File: src/rtl/pc_fetch_unit.sv
// pc_fetch_unit
//   Front-of-pipeline program counter and fetch sequencer. Owns the PC
//   register and the instruction-memory request handshake. Delivers fetched
//   PCs to the IF/ID register and handles stall, branch redirect with flush,
//   and a sticky halt.
//
// Ports
//   clk          : rising-edge clock
//   rst          : asynchronous active-low reset
//   stall        : downstream hazard stall; hold PC and outputs, drop request
//   branch_taken : resolved branch/jump; redirect fetch to next_pc
//   halt         : halt request; unit parks in HALTED until reset
//   next_pc      : output of external next-PC mux (pc_inc or branch target)
//   imem_ready   : instruction memory accepts the request this cycle
//   pc_inc       : pc + STEP (mux A operand)
//   sel          : mux select, 1 = branch target
//   imem_req     : fetch request
//   imem_addr    : fetch address (current pc)
//   fetch_valid  : fetch_pc holds a valid instruction address
//   fetch_pc     : PC of the delivered instruction
//   flush        : one-cycle pulse squashing the younger IF/ID instruction
//   halted       : unit is in HALTED
module pc_fetch_unit #(
    parameter int          N        = 21,
    parameter logic [N-1:0] RESET_PC = 21'd0,
    parameter logic [N-1:0] STEP     = 21'd1
) (
    input  logic         clk,
    input  logic         rst,
    input  logic         stall,
    input  logic         branch_taken,
    input  logic         halt,
    input  logic [N-1:0] next_pc,
    input  logic         imem_ready,
    output logic [N-1:0] pc_inc,
    output logic         sel,
    output logic         imem_req,
    output logic [N-1:0] imem_addr,
    output logic         fetch_valid,
    output logic [N-1:0] fetch_pc,
    output logic         flush,
    output logic         halted
);

    typedef enum logic [1:0] {
        S_IDLE   = 2'd0,
        S_FETCH  = 2'd1,
        S_WAIT   = 2'd2,
        S_HALTED = 2'd3
    } state_t;

    state_t       r_state;
    state_t       w_state_nxt;
    logic [N-1:0] r_pc;
    logic [N-1:0] r_fetch_pc;
    logic         r_fetch_valid;
    logic         r_flush;
    logic         w_active;

    assign w_active = (r_state == S_FETCH) || (r_state == S_WAIT);

    // State register
    always_ff @(posedge clk or negedge rst) begin
        if (!rst) begin
            r_state <= S_IDLE;
        end else begin
            r_state <= w_state_nxt;
        end
    end

    // Next-state logic; halt beats branch beats stall beats acceptance
    always_comb begin
        w_state_nxt = r_state;
        case (r_state)
            S_IDLE:  w_state_nxt = S_FETCH;
            S_FETCH,
            S_WAIT: begin
                if (halt)              w_state_nxt = S_HALTED;
                else if (branch_taken) w_state_nxt = S_FETCH;
                else if (stall)        w_state_nxt = r_state;
                else if (imem_ready)   w_state_nxt = S_FETCH;
                else                   w_state_nxt = S_WAIT;
            end
            S_HALTED: w_state_nxt = S_HALTED;
            default:  w_state_nxt = S_IDLE;
        endcase
    end

    // Output logic; a stall withdraws the request so memory sees no access
    always_comb begin
        imem_req = w_active && !stall;
        halted   = (r_state == S_HALTED);
    end

    // PC and IF/ID delivery registers
    always_ff @(posedge clk or negedge rst) begin
        if (!rst) begin
            r_pc          <= RESET_PC;
            r_fetch_pc    <= '0;
            r_fetch_valid <= 1'b0;
            r_flush       <= 1'b0;
        end else begin
            r_flush <= 1'b0;
            if (w_active) begin
                if (halt) begin
                    r_fetch_valid <= 1'b0;
                end else if (branch_taken) begin
                    // Redirect: any same-cycle acceptance is discarded
                    r_pc          <= next_pc;
                    r_fetch_valid <= 1'b0;
                    r_flush       <= 1'b1;
                end else if (stall) begin
                    // Hold pc, fetch_pc and fetch_valid
                    r_pc <= r_pc;
                end else if (imem_ready) begin
                    r_fetch_pc    <= r_pc;
                    r_fetch_valid <= 1'b1;
                    r_pc          <= next_pc;
                end else begin
                    r_fetch_valid <= 1'b0;
                end
            end else begin
                r_fetch_valid <= 1'b0;
            end
        end
    end

    assign pc_inc      = r_pc + STEP;
    assign sel         = branch_taken && !halt && (r_state != S_IDLE);
    assign imem_addr   = r_pc;
    assign fetch_valid = r_fetch_valid;
    assign fetch_pc    = r_fetch_pc;
    assign flush       = r_flush;

endmodule

File: config.mk
export PLATFORM = sky130hd
export DESIGN_NAME = pc_fetch_unit
export DESIGN_NICKNAME = d
export VERILOG_FILES = /design/src/rtl/pc_fetch_unit.sv
export SDC_FILE = /design/constraint.sdc
export NUM_CORES = 1
export LEC_CHECK = 0
export BUFFER_PORTS_ARGS = -buffer_cell sky130_fd_sc_hd__buf_2
export CAP_MARGIN = 30
export CELL_PAD_IN_SITES_DETAIL_PLACEMENT = 0
export CELL_PAD_IN_SITES_GLOBAL_PLACEMENT = 1
export CORE_AREA = 3 3 76 86
export DETAILED_ROUTE_END_ITERATION = 12
export DIE_AREA = 0 0 79 89
export GPL_TIMING_DRIVEN = 0
export PLACE_DENSITY_LB_ADDON = 0.1
export SKIP_LAST_GASP = 1
export SYNTH_ARGS = -nofsm -noshare
export SYNTH_HDL_FRONTEND = slang
export SYNTH_SLANG_ARGS = --single-unit
File: constraint.sdc
create_clock -name clk -period 5.21 [get_ports clk]
set_input_delay 1.042 -clock clk [delete_from_list [all_inputs] [get_ports clk]]
set_output_delay 1.042 -clock clk [all_outputs]
set_load 0.05 [all_outputs]
==> impl_metrics.py <==
metrics = {
    "detailed_routing": {
        "ant_nets": 0,
        "wire_per_inst_um": 14.5,
        "drt-initial-drc-count": 57,
        "drc": 0,
        "drt_wl_total_um": 5160,
        "num_vias": 1704,
        "routed_via_density": 4.79,
        "drt_pre_antenna_iters": 4,
    },
    "synth": {
        "ys_ff_latch": 46,
        "ys_async_sr_fraction_pct": 100,
        "ys.flop_type": "dfrtp_1",
        "synth_cell_types": 31,
        "mappedNetlistNets": 208,
        "netlist_area_mm2": 0.00222,
        "synth-edff-count": 0,
        "syn_inst": 178,
        "syn_avg_cell_area_um2": 12.5,
        "ys_seq_area_share_pct": 51.8,
        "yosys_warnings": 0,
    },
    "finish": {
        "multiInputGateArea_mm2": 0.00103,
        "area_growth_syn_to_layout_pct": 30.5,
        "final_cell_mix": "buf_2 (99), dfrtp_1 (46), mux2_2 (39)",
        "diodes": 0,
        "fin_util_pct": 50.5,
        "layout_commonest_cell": "buf_2",
        "nFillCells": 582,
        "drive_gt1_share_pct": 55.9,
        "final_cell_count_no_fill": 356,
        "fin_nets": 310,
        "seq_area_mm2": 0.00115,
    },
    "floorplan": {
        "dieWidth_um": 79,
        "start_util_pct": 38.7,
        "rows": 29,
        "ioPinCount": 95,
        "die_area_mm2": 0.00703,
        "core_mm2": 0.00573,
        "die_h_um": 89,
    },
    "timing": {
        "rsz0062_at_grt": "false",
        "slew_viol_final": 0,
        "finalSetupViolCount": 0,
        "whs_ps": 485,
        "relSlewSlack_pct": 62.8,
        "fin_tns_setup_ps": 0,
        "clock_skew_ps": 4.54,
        "final_min_period_over_clock_period_pct": 60.8,
        "finalWorstPathRequiredPeriod_ps": 3170,
        "max_freq_mhz": 316,
        "worstMarginPinSlew_ps": 558,
        "hold_viol": 0,
    },
    "clocking": {
        "clk_pin_slew_ps": 80,
        "clock_sinks": 46,
        "cts_setup_buffers": 0,
        "cts_root_buf": "clkbuf_8",
        "cts_hold_buf": 0,
        "cts_tree": "done",
        "cts_resized": 0,
        "cts_buffer_depth": 2,
        "numCtsBuffers": 5,
        "clock_latency_ps": 290,
        "cts_max_level": 2,
    },
    "global_routing": {
        "first_global_vias": 1668,
        "grt_antenna_before_repair": 0,
        "grt_max_degree": 25,
        "grt_pass1_wl_um": 8500,
        "track_usage_pct": 15.4,
        "grt_overflow_total": 0,
    },
    "worst_setup_path": {
        "cp.required_ps": 4170,
        "endpoint_kind": "primary output",
        "startpoint_type": "register",
        "critical_path_class": "register to primary output",
        "critical_path.max_fanout": 8,
        "crit_arrival_ps": 2130,
    },
    "place": {
        "numPortBuffers": 94,
        "hpwl_um": 3960,
        "dp.cells": 350,
        "place.gp.congestion": 0.707,
    },
    "min_path": {
        "hold_path_class": "register to register",
    },
    "job": {
        "max_cap_viol_count": 0,
    },
    "outcome": {
        "status": "complete, no violations",
    },
}
==> cells in the mapped netlist (2+ instances only) <==
library cell	n	area [µm²]
nor3_2	5	50.1
buf_2	5	25.0
nor4_2	2	25.0
nand2_1	11	41.3
nand4_1	2	12.5
mux2_2	39	439
nor3_1	2	10.0
nor2b_1	3	18.8
ha_1	3	37.5
xnor2_1	9	78.8
nand3_1	8	40.0
a21oi_1	3	15.0
o21ai_0	3	15.0
dfrtp_1	46	1150
xor2_1	10	87.6
inv_1	5	18.8
nor2_1	6	22.5
and3_1	2	12.5
and2_1	2	12.5
==> metal layers <==
layer | share of wire, % | wire, µm | global-route usage, %
met5 | 0 | 0 | 0
met4 | 1.1 | 57 | 4.22
met2 | 48 | 2460 | 25.7
met1 | 45 | 2330 | 20.2
met3 | 6.1 | 315 | 3.63
==> path summary, 6_finish.rpt <==
kind                       cells after the start       endpoint    startpoint  slack (ps)
max in group asynchronous                      2  imem_addr[12]           rst        3970
setup reg to reg                               7  imem_addr[15]    r_state[0]        3250
hold reg to reg                                2   fetch_pc[14]  fetch_pc[14]         490
hold / removal                                 2   fetch_pc[14]  fetch_pc[14]         490
min in group asynchronous                      1   fetch_pc[17]           rst         730
setup / recovery                               5     pc_inc[20]  imem_addr[0]        2040
==> through the flow <==
step,setup slack (ps),cell area (µm²)
finish,2040,2900
global route,1900,2900
CTS,2010,2900
global placement,2370,2790
floorplan,1900,2220
detailed placement,2340,2820
==> cell families after synthesis <==
family | share of synthesized area (%)
flops | 51.8
fa+ha+maj | 1.69
compound gates | 2.59
mux | 19.8
xor+xnor | 7.49
buf+inv | 1.97
simple gates | 14.6
==> sequential cells by signal, summed over array words and instances (netlist names) <==
| name | count |
|---|---|
| fetch_pc | 21 |
| imem_addr | 21 |
| r_state | 2 |
| fetch_valid | 1 |
| flush | 1 |
==> cell type report <==
type,count,area share (%)
tap,77,3.32
sequential,46,39.7
inverter,5,0.648
buffer,5,0.864
multi-input combinational,122,35.4
timing repair buffer,95,17.2
clock buffer,6,2.85
==> critical path, cell delays in order (launching register included) <==
cell and delay [ps]:
dfrtp_1 510, ha_1 350, nand2_1 230, nor4_2 310
xor2_1 160, buf_2 280
Power is left out: the tool's default activity adds up to more than one toggle a clock period on the data nets, which glitch-free logic cannot reach.
